==> src/rtl/jk_updown_counter_pkg.sv <==
// ---------------------------------------------------------------------------
// jk_updown_counter_pkg : shared direction and JK-encoding constants
// Rev 1.0
// ---------------------------------------------------------------------------
`default_nettype none

package jk_updown_counter_pkg;

  localparam logic DIR_UP   = 1'b0;
  localparam logic DIR_DOWN = 1'b1;

  // {J,K} input encodings
  localparam logic [1:0] JK_HOLD = 2'b00;
  localparam logic [1:0] JK_RST  = 2'b01;
  localparam logic [1:0] JK_SET  = 2'b10;
  localparam logic [1:0] JK_TOG  = 2'b11;

endpackage

`default_nettype wire

==> src/rtl/jk_updown_counter_jk_ff.sv <==
// ---------------------------------------------------------------------------
// jk_ff : single JK flip-flop, asynchronous active-high reset to Q=0
// Rev 1.0
// ---------------------------------------------------------------------------
`default_nettype none

module jk_ff
  import jk_updown_counter_pkg::*;
(
  input  logic clk,
  input  logic rst,
  input  logic j,
  input  logic k,
  output logic q
);

  always_ff @(posedge clk or posedge rst) begin
    if (rst) begin
      q <= 1'b0;
    end else begin
      case ({j, k})
        JK_HOLD: q <= q;
        JK_RST:  q <= 1'b0;
        JK_SET:  q <= 1'b1;
        JK_TOG:  q <= ~q;
        default: q <= q;
      endcase
    end
  end

endmodule

`default_nettype wire

==> src/rtl/jk_updown_counter.sv <==
// ---------------------------------------------------------------------------
// jk_updown_counter : modulo-N up/down counter built from JK flip-flops
// Rev 1.0
// ---------------------------------------------------------------------------
`default_nettype none

module jk_updown_counter
  import jk_updown_counter_pkg::*;
#(
  parameter int WIDTH   = 4,
  parameter int MODULUS = 16
) (
  input  logic             clk,
  input  logic             rst,
  input  logic             en,
  input  logic             dir,
  input  logic             load,
  input  logic [WIDTH-1:0] load_val,
  output logic [WIDTH-1:0] count,
  output logic             tc,
  output logic             wrap
);

  localparam logic [WIDTH-1:0] MAX_CNT = WIDTH'(MODULUS - 1);

  logic [WIDTH-1:0] nxt;
  logic [WIDTH-1:0] j;
  logic [WIDTH-1:0] k;
  logic             at_max;
  logic             at_zero;
  logic             out_of_range;

  assign at_max       = (count == MAX_CNT);
  assign at_zero      = (count == '0);
  assign out_of_range = (int'(count) >= MODULUS);

  always_comb begin
    nxt = count;
    if (load) begin
      nxt = (int'(load_val) >= MODULUS) ? MAX_CNT : load_val;
    end else if (en) begin
      if (out_of_range) begin
        nxt = '0;
      end else if (dir == DIR_UP) begin
        nxt = at_max ? '0 : count + WIDTH'(1);
      end else begin
        nxt = at_zero ? MAX_CNT : count - WIDTH'(1);
      end
    end
  end

  // An out-of-range count matches neither endpoint, so tc stays low there.
  assign tc = en & ~load &
              (((dir == DIR_UP) & at_max) | ((dir == DIR_DOWN) & at_zero));

  // Set bits that must rise, reset bits that must fall, hold the rest.
  assign j = nxt & ~count;
  assign k = ~nxt & count;

  generate
    for (genvar i = 0; i < WIDTH; i++) begin : g_bit
      jk_ff u_ff (
        .clk (clk),
        .rst (rst),
        .j   (j[i]),
        .k   (k[i]),
        .q   (count[i])
      );
    end
  endgenerate

  always_ff @(posedge clk or posedge rst) begin
    if (rst) begin
      wrap <= 1'b0;
    end else begin
      wrap <= tc;
    end
  end

endmodule

`default_nettype wire

==> config.mk <==
export PLATFORM = sky130hd
export DESIGN_NAME = jk_updown_counter
export DESIGN_NICKNAME = d
export VERILOG_FILES = /design/src/rtl/jk_updown_counter_pkg.sv /design/src/rtl/jk_updown_counter_jk_ff.sv /design/src/rtl/jk_updown_counter.sv
export SDC_FILE = /design/constraint.sdc
export NUM_CORES = 1
export LEC_CHECK = 0
export BUFFER_PORTS_ARGS = -buffer_cell sky130_fd_sc_hd__buf_2
export CORE_MARGIN = 5
export CORE_UTILIZATION = 35
export DETAILED_ROUTE_END_ITERATION = 8
export GPL_ROUTABILITY_DRIVEN = 0
export PLACE_DENSITY_LB_ADDON = 0.15
export SETUP_SLACK_MARGIN = 0.15
export SYNTH_ARGS = -nofsm -noshare
export SYNTH_HDL_FRONTEND = slang
export SYNTH_SLANG_ARGS = --single-unit
==> constraint.sdc <==
create_clock -name clk -period 2.5 [get_ports clk]
set_input_delay 0.125 -clock clk [delete_from_list [all_inputs] [get_ports clk]]
set_output_delay 0.125 -clock clk [all_outputs]
set_load 0.005 [all_outputs]
Yosys cells after proc, flatten, opt, wreduce, memory -nomap -nowiden
Cells that the tools add are included.
{ "totals": {"reg_bits": 5, "inputBits": 9, "output_inout_bits": 6} }
{ "op_classes": {"add_sub_neg": 2, "eq_ne": 13, "mux": 9, "bitwise_logic": 15, "n_reduce_logical": 5} }
{ "op_table": {"columns": ["operator", "n"], "rows": [
  ["4-bit two-way mux", 5],
  ["2-bit == test (second input constant)", 8],
  ["1-bit case mux with 3 select lines", 4],
  ["4-bit AND", 2],
  ["2-bit by 1-bit == test with 1-bit output (second input constant)", 4],
  ["2-bit zero test", 4],
  ["4-bit NOT", 2],
  ["1-bit NOT", 6],
  ["4-bit by 1-bit adder with 4-bit output (second input constant)", 1],
  ["1-bit AND", 4],
  ["4-bit == test (second input constant)", 1],
  ["4-bit zero test", 1],
  ["4-bit by 1-bit subtractor with 4-bit output (second input constant)", 1],
  ["1-bit OR", 1]
]} }

Logic depth before layout (Yosys ltp)
Gate-level depths: netlist of the first run.
{ "depth": {"depth_word": 9, "ltp_mapped": 9, "depth_no_buf": 8} }

Cells and area by module
From an unflattened synthesis of the first run, not the netlist that was laid out.
{ "hier_totals": {"cells_unflattened": 63, "hier_area_um2": 478.0} }
{ "modules_own_cells": {"columns": ["module", "n_inst", "cells_each", "area_per_inst_um2"], "rows": [
  ["jk_updown_counter", 1, 47, 327.8],
  ["jk_ff", 4, 4, 37.5]
]} }

Least setup slack after synthesis of the first run
OpenSTA, ideal clock, no wires.
{ "synth_path": {"path_kind": "register -> register", "startpoint": "register g_bit[0].u_ff.q", "endpoint": "register g_bit[3].u_ff.q", "setup_ps": 125, "arrival_ps": 1975, "t_required_ps": 2375, "path_slack_ps": 401, "path_stages_with_launch": 10, "n_path_buf": 1, "period_less_slack_ps": 2099, "path_cell_list": "dfrtp_1 clkbuf_2 inv_1 ha_1 o21bai_1 a21oi_1 nor2_1 o31a_1 ha_1 mux2_2"} }
{ "synth_between": {"elab_chain_cells": 9, "word_cells_on_any_way": 17, "classes_between": "add/sub: 2; eq/ne: 4; mux: 6; bitwise: 3; reduce/logical: 2"} }
{ "synth_lines": {"columns": ["item", "line_no", "rtl"], "rows": [
  ["from (decl)", "jk_updown_counter_jk_ff.sv:14", "output logic q"],
  ["from (signal assigned)", "jk_updown_counter_jk_ff.sv:22", "JK_HOLD: q <= q;"],
  ["from (signal assigned)", "jk_updown_counter_jk_ff.sv:25", "JK_TOG: q <= ~q;"],
  ["from (signal assigned)", "jk_updown_counter_jk_ff.sv:26", "default: q <= q;"],
  ["4-bit by 1-bit adder with 4-bit output, or another cell as far along", "jk_updown_counter.sv:45", "nxt = at_max ? '0 : count + WIDTH'(1);"],
  ["4-bit two-way mux, on equally long branches", "jk_updown_counter.sv:45, jk_updown_counter.sv:47", null],
  ["4-bit two-way mux (*)", "jk_updown_counter.sv:44", "end else if (dir == DIR_UP) begin"],
  ["4-bit two-way mux (*)", "jk_updown_counter.sv:41", "end else if (en) begin"],
  ["4-bit two-way mux (*)", "jk_updown_counter.sv:39", "if (load) begin"],
  ["4-bit NOT", "jk_updown_counter.sv:58", "assign k = ~nxt & count;"],
  ["4-bit AND", "jk_updown_counter.sv:58", null],
  ["2-bit == test or 2-bit by 1-bit == test with 1-bit output (tied branches)", "jk_updown_counter_jk_ff.sv:21", "case ({j, k})"],
  ["1-bit case mux with 3 select lines", "jk_updown_counter_jk_ff.sv:21", null],
  ["to (signal assigned)", "jk_updown_counter_jk_ff.sv:22", null],
  ["to (signal assigned)", "jk_updown_counter_jk_ff.sv:25", null],
  ["to (signal assigned)", "jk_updown_counter_jk_ff.sv:26", null],
  ["to (decl)", "jk_updown_counter_jk_ff.sv:14", null]
]} }
Mark *: on every way between the ends. The rest lies on a longest branch, timed or not.
A chain may end at the register's enable or synchronous reset.

Worst setup path in the final report of the first run
{ "layout_path": {"startpoint": "register g_bit[1].u_ff.q", "endpoint": "register g_bit[3].u_ff.q"} }
{ "layout_between": {"elab_chain_cells": 9, "word_cells_on_any_way": 17, "classes_between": "add/sub: 2; eq/ne: 4; mux: 6; bitwise: 3; reduce/logical: 2"} }
{ "layout_lines": {"columns": ["item", "line_no"], "rows": [
  ["from (decl)", "jk_updown_counter_jk_ff.sv:14"],
  ["from (signal assigned)", "jk_updown_counter_jk_ff.sv:22"],
  ["from (signal assigned)", "jk_updown_counter_jk_ff.sv:25"],
  ["from (signal assigned)", "jk_updown_counter_jk_ff.sv:26"],
  ["4-bit by 1-bit adder with 4-bit output, or another cell as far along", "jk_updown_counter.sv:45"],
  ["4-bit two-way mux, on equally long branches", "jk_updown_counter.sv:45, jk_updown_counter.sv:47"],
  ["4-bit two-way mux (*)", "jk_updown_counter.sv:44"],
  ["4-bit two-way mux (*)", "jk_updown_counter.sv:41"],
  ["4-bit two-way mux (*)", "jk_updown_counter.sv:39"],
  ["4-bit NOT", "jk_updown_counter.sv:58"],
  ["4-bit AND", "jk_updown_counter.sv:58"],
  ["2-bit == test or 2-bit by 1-bit == test with 1-bit output (tied branches)", "jk_updown_counter_jk_ff.sv:21"],
  ["1-bit case mux with 3 select lines", "jk_updown_counter_jk_ff.sv:21"]
]} }
Marks and branches as above.

==> results of run 1 <==
-- cell type report --
type / instances / share of cell area, %
well taps: 15 / 3.275
inverters: 6 / 3.930
clock buffers: 4 / 4.585
repair buffers: 15 / 13.97
flip-flops and latches: 5 / 22.05
multi-input cells: 38 / 52.18
-- worst paths after layout --
check,start,to,slack [ns],cells after the start
min reg2reg,g_bit[2].u_ff.q$_DFFE_PP0P_,g_bit[2].u_ff.q$_DFFE_PP0P_,0.64,1
min,en,wrap$_DFF_PP0_,0.26,3
min in group asynchronous,rst,wrap$_DFF_PP0_,0.33,3
max in group asynchronous,rst,g_bit[0].u_ff.q$_DFFE_PP0P_,1.99,3
max reg2reg,g_bit[1].u_ff.q$_DFFE_PP0P_,g_bit[3].u_ff.q$_DFFE_PP0P_,0.35,8
max,g_bit[1].u_ff.q$_DFFE_PP0P_,g_bit[3].u_ff.q$_DFFE_PP0P_,0.35,8
-- cells by family (layout without fill, tap and decap cells) --
| logic type | after synthesis | count (layout) | share of synthesized area (%) |
|---|---|---|---|
| AOI/OAI and AO/OA | 15 | 15 | 20.36 |
| xor gates and xnor gates | 2 | 2 | 3.609 |
| adders and majority gates | 6 | 6 | 15.46 |
| buffers and inverters | 12 | 25 | 12.63 |
| DFF | 5 | 5 | 25.77 |
| muxes | 5 | 5 | 11.60 |
| and+or+nand+nor | 10 | 10 | 10.57 |
-- worst min-delay path: stages --
cell,delay [ns]
buf_2,0.14
nand2b_1,0.11
a21oi_1,0.07
-- flip-flops by register name (all words and copies together), names as in the netlist --
| register | cells |
|---|---|
| g_bit.u_ff.q | 4 |
| wrap | 1 |
-- routing by layer --
layer,part of all wire [%],routed length [um]
met2,40,362
met1,47,429
met4,4.7,43
met3,8.0,73
met5,0,0
-- cell usage after synthesis --
master    count  area (um^2)
a21oi_1       6        30.03
ha_1          6        75.07
dfrtp_1       5        125.1
inv_1         5        18.77
mux2_2        5        56.30
buf_4         4        30.03
nand2_1       4        15.01
o21ai_0       4        20.02
nand4_1       2        12.51
xnor2_1       2        17.52
a21o_1        1        7.510
a311oi_1      1        8.760
clkbuf_1      1        3.750
clkbuf_2      1        5.000
inv_2         1        3.750
nand2b_1      1        6.260
nand4b_1      1        8.760
nor2_1        1        3.750
nor3_1        1        5.000
o21bai_1      1        7.510
o31a_1        1        8.760
o41ai_2       1        16.27
-- repair_timing --
item                                    4_1_cts  5_1_grt
hold buffers                                  1        0
endpoints found under the hold margin         5        0
endpoints found under the setup margin        0        1
gates resized for setup                       0        1
-- stage by stage --
stage               worst slack (ns)  hold slack, ns  power [mW]
global route                  0.1973          0.2745      0.6313
detailed placement            0.2965         0.02877      0.4718
CTS                           0.2937          0.2354      0.5692
global placement              0.2906         0.02968      0.4721
floorplan                     0.4008        -0.09648      0.4328
finish                        0.3547          0.2561      0.5617
-- power groups by stage --
stage | registers, mW | logic [mW] | clock network, mW
3_3_place_gp | 0.176 | 0.296 | 0
5_1_grt | 0.186 | 0.342 | 0.103
4_1_cts | 0.174 | 0.298 | 0.0967
2_1_floorplan | 0.151 | 0.282 | 0
6_report | 0.176 | 0.295 | 0.0903
3_5_place_dp | 0.176 | 0.296 | 0
==> summary.txt, run 1 <==
Run status
  • Outcome: complete, no violations

Synth
  • Post-synth cell types: 22
  • Synthesized flop and latch total: 5
  • Ys Warns: 0
  • Register area share after synthesis: 25.77%
  • Syn_nets: 70
  • Mapped cell area: 485.5 um^2
  • Post-Synthesis Cells: 55
  • Post-Syn Area per Cell: 8.827 um^2

Critical path
  • Setup CP Type: reg -> reg
  • Crit path cell chain: inv_1 > ha_1 > o21bai_1 > a21oi_1 > nor2_1 > o31a_1 > ha_1 > mux2_2
  • Worst EP arrival: roughly 2.3 ns
  • Crit path required time: 2.62 ns
  • Crit path buf inv count: 1
  • CP Capture Type: flop
  • Cell mode on critical path: ha_1
  • Max FO, Critical Path: 9
  • Family with the most delay on the worst path: compound AO/OA/AOI/OAI gates
  • Crit-path max cell delay: 0.48 ns
  • Slowest-stage cell, CP: dfrtp_1
  • Startpoint Class: flop

Layout
  • Fill cells: between 100 and 150
  • Register area: roughly 130 um^2
  • Antenna Cells: 0
  • Area growth, synth to finish: 18.04%
  • Most frequent cells in the layout: buf_2, a21oi_1, ha_1
  • Final Core Density: 44.04%
  • Fin cells: 83
  • Layout cells sized above 1: between 30 and 40%
  • Design Area, Final: 573.1 um^2
  • Final nets: 84
  • Leading cell type in the layout, fill and taps excluded: buf_2
  • Area of the multi-input gates: 299.0 um^2

Die
  • # rows: 13
  • Starting Density: 37.31%
  • Core area: 1301 um^2
  • Chip Width: 47.25 um
  • Die area: 2232 um^2
  • I/O pins: 15
  • Die Y: 47.25 um

Pwr
  • Sequential fraction of design power: 31.4%
  • Switching share of power: 39.65%
  • Comb power frac: between 50% and 60%
  • Worst VDD drop: roughly 0.00047 V
  • Power Density: 980.1 nW/um^2
  • Int Pwr: 0.3390 mW
  • Clock power share: 16.1%
  • Lkg Pwr: approximately 0.29 nW
  • Switching pwr: between 0.2 and 0.25 mW

Timing
  • Hold Vio Cnt, Final: 0
  • Headroom to the max-slew limit: 81.98%
  • Slew Limit Fails: 0
  • FMAX: about 470 MHz
  • Post-route minimum period: 2.145 ns
  • Layout Skew: 0.001717 ns
  • Count of final setup violators: 0
  • Period utilization: 85.81%
  • Worst slew pin tran: ~0.27 ns
  • RSZ-0062 raised after global routing: false
  • Sum Neg Setup Slack: 0 ns

Place
  • PortBufs: 14
  • HPWL Detailed: about 730 um
  • Placed Cells incl. Taps: 78
  • Placed cell areas: 535.5 um^2

Run
  • Maxcap violations: 0

Clock network
  • Skew-Pair Late Insertion Delay: around 0.24 ns
  • Setup bufs post-CTS: 0
  • Reg clk slew, reported paths: 0.04 ns
  • CTS tree: yes
  • CTS max path bufs: 2
  • CTS buffer count: 3
  • Htree depth: 1
  • Root Buffer: clkbuf_4
  • CTS sink count: 5

GRT
  • Remaining Overflow, GRT: 0
  • Tot GR Track Use: 10.12%
  • Routing usage on met1: 10.93%
  • Global-route wire length before repair: about 1500 um
  • Met3 usage: under 10%
  • Number of global-route vias before repair: 361
  • Largest net degree at the start of global routing: 11
  • Initial antenna violation count: 0
  • Met2 global-route usage: 15.24%
  • Global route hottest layer: met2

Detailed routing
  • 1st-iter DRT viols: 1
  • Post-DRT Antenna Nets: 0
  • Drt drc: 0
  • Routed vias: 402
  • DR vias/cell: 4.843
  • Post-DR wirelength/cell: 10.95 um
  • WL final: between 900 and 1000 um
  • TritonRoute pass-1 iters: 2

Hold path
  • Min-delay worst type: in -> reg
Note: power is estimated with default switching activity, not from simulation.
==> run 2, diff against run 1 <==
--- a/config.mk
+++ b/config.mk
@@ -10,7 +10,6 @@
 export CORE_UTILIZATION = 35
 export DETAILED_ROUTE_END_ITERATION = 8
 export GPL_ROUTABILITY_DRIVEN = 0
-export PLACE_DENSITY_LB_ADDON = 0.15
 export SETUP_SLACK_MARGIN = 0.15
 export SYNTH_ARGS = -nofsm -noshare
 export SYNTH_HDL_FRONTEND = slang
==> run 2 against run 1 <==
Effect of this change: first-iteration DRC count rose to 4.0 times the previous value; non-clock buffer count did not move; sequential cell count did not move; combinational power rose by 3%; clock-buffer cell count did not move; total power rose by 1.4%; die area did not move; worst hold slack got worse by 0.017 ns; fmax fell by 2.3%; sequential share of layout area did not move; critical path depth did not move.
==> summary.txt, run 2 (same netlist as run 1, synthesis figures left out) <==
Detailed routing
  • TritonRoute pass-1 iters: 4
  • Post-DR wirelength/cell: approximately 11 um
  • Routed vias: roughly 420
  • DR vias/cell: 5.048
  • WL final: ~940 um
  • Drt drc: 0
  • 1st-iter DRT viols: 4
  • Post-DRT Antenna Nets: 0

Critical path
  • CP Capture Type: flop
  • Worst reg-to-reg path cell count: 8
  • Max FO, Critical Path: 9
  • Reg2reg end: g_bit[3].u_ff.q$_DFFE_PP0P_
  • Worst EP arrival: 2.31 ns
  • Crit path required time: 2.62 ns
  • Startpoint Class: flop
  • Reg2reg setup slack: 0.31 ns
  • Setup CP Type: reg -> reg
  • Worst reg2reg path startpoint: g_bit[1].u_ff.q$_DFFE_PP0P_

Pwr
  • Lkg Pwr: 0.2873 nW
  • Power Density: roughly 990 nW/um^2
  • Total power: 0.5696 mW
  • Worst VDD drop: 0.0004036 V

Timing
  • Post-route minimum period: approximately 2.2 ns
  • Layout Skew: 0.001995 ns
  • Hold Vio Cnt, Final: 0
  • Worst Slack Setup Final: 0.3052 ns
  • Slew Limit Fails: 0
  • Count of final setup violators: 0
  • Headroom to the max-slew limit: 81.40%
  • RSZ-0062 raised after global routing: false
  • Sum Neg Setup Slack: 0 ns
  • Worst slew pin tran: between 0.2 and 0.3 ns
  • FMAX: 455.6 MHz
  • Period utilization: between 80% and 90%
  • Worst-case hold slack: 0.2395 ns

Clock network
  • Setup bufs post-CTS: 0
  • Reg clk slew, reported paths: 0.04 ns
  • CTS sink count: 5
  • Htree depth: 1
  • CTS buffer count: 3
  • Root Buffer: clkbuf_4
  • CTS max path bufs: 2
  • CTS tree: yes
  • Skew-Pair Late Insertion Delay: ~0.24 ns

Layout
  • Most frequent cells in the layout: buf_2, a21oi_1, ha_1
  • Design Area, Final: between 500 and 600 um^2
  • Area growth, synth to finish: 18.04%
  • Largest regs: g_bit.u_ff.q (4), wrap (1)
  • Antenna Cells: 0
  • Fin cells: 83
  • Register with the most flip-flops: g_bit.u_ff.q
  • Final Core Density: roughly 44%
  • Layout cells sized above 1: 36.76%
  • Max reg flops: 4
  • Final nets: between 80 and 90
  • Leading cell type in the layout, fill and taps excluded: buf_2

Die
  • I/O pins: 15
  • Chip Width: between 40 and 50 um
  • Die area: 2232 um^2
  • Starting Density: 37.31%
  • Core area: 1301 um^2
  • # rows: 13
  • Die Y: 47.25 um

Place
  • PortBufs: 14
  • DP Worst Slack: around 0.28 ns
  • HPWL Detailed: 799.8 um
  • Placed cell areas: 535.5 um^2
  • Placed Cells incl. Taps: 78

GRT
  • Global-route wire length before repair: 1545 um
  • Largest net degree at the start of global routing: 11
  • Number of global-route vias before repair: 362
  • Initial antenna violation count: 0
  • Remaining Overflow, GRT: 0
  • Tot GR Track Use: 9.961%

Run status
  • Outcome: complete, no violations

Hold path
  • Min-delay worst type: in -> reg
  • Hold Path Depth: 3
  • Worst Hold Path EP: wrap$_DFF_PP0_
  • Hold path start: en

Run
  • Maxcap violations: 0
## run 2: cell counts in the layout (fill, tap and decap cells not counted)
No cell type changed its count.
## run 2: layout make-up
| type | count | area (um^2) |
|---|---|---|
| Multi-Input combinational cell | 38 | 299.0 |
| Fill cell | 144 | 728.2 |
| Tap cell | 15 | 18.77 |
| Timing Repair Buffer | 15 | 80.08 |
| Clock buffer | 4 | 26.28 |
| Sequential cell | 5 | 126.4 |
| Inverter | 6 | 22.52 |
## run 2: report_power, final
group / total [mW] / switching, mW / internal (mW)
Sequential: 0.175 / 0.0604 / 0.114
Combinational: 0.305 / 0.139 / 0.166
Clock: 0.0898 / 0.0297 / 0.0601
## run 2: per-layer routing
layer	vias to the layer above	wire length, um	track usage (%)	part of all wire [%]
li1	219	-	-	-
met1	191	405	10.93	43
met2	7	492	17.65	52
met3	2	39	1.149	4.1
met4	0	5	6.630	0.53
met5	-	0	0	0
## run 2: how the worst max path moves through the flow
stage	slack, ns	to	startpoint	cells after the start
6_report	0.31	g_bit[3].u_ff.q$_DFFE_PP0P_	g_bit[1].u_ff.q$_DFFE_PP0P_	8
5_1_grt	0.19	g_bit[3].u_ff.q$_DFFE_PP0P_	g_bit[1].u_ff.q$_DFFE_PP0P_	8
4_1_cts	0.28	g_bit[3].u_ff.q$_DFFE_PP0P_	g_bit[0].u_ff.q$_DFFE_PP0P_	8
3_5_place_dp	0.28	g_bit[3].u_ff.q$_DFFE_PP0P_	g_bit[0].u_ff.q$_DFFE_PP0P_	8
3_3_place_gp	0.33	g_bit[3].u_ff.q$_DFFE_PP0P_	g_bit[0].u_ff.q$_DFFE_PP0P_	8
2_1_floorplan	0.40	g_bit[3].u_ff.q$_DFFE_PP0P_	g_bit[0].u_ff.q$_DFFE_PP0P_	9
## run 2: critical path: stages, from the launching register on
cell	delay [ns]
dfrtp_1	0.49
inv_1	0.11
ha_1	0.22
o21bai_1	0.16
a21oi_1	0.15
nor2_1	0.06
o31a_1	0.28
ha_1	0.28
mux2_2	0.32
## run 2: repair_timing
action	in CTS	in global routing
endpoints found under the setup margin	0	1
hold buffers	1	0
gates resized for setup	0	1
endpoints found under the hold margin	5	0
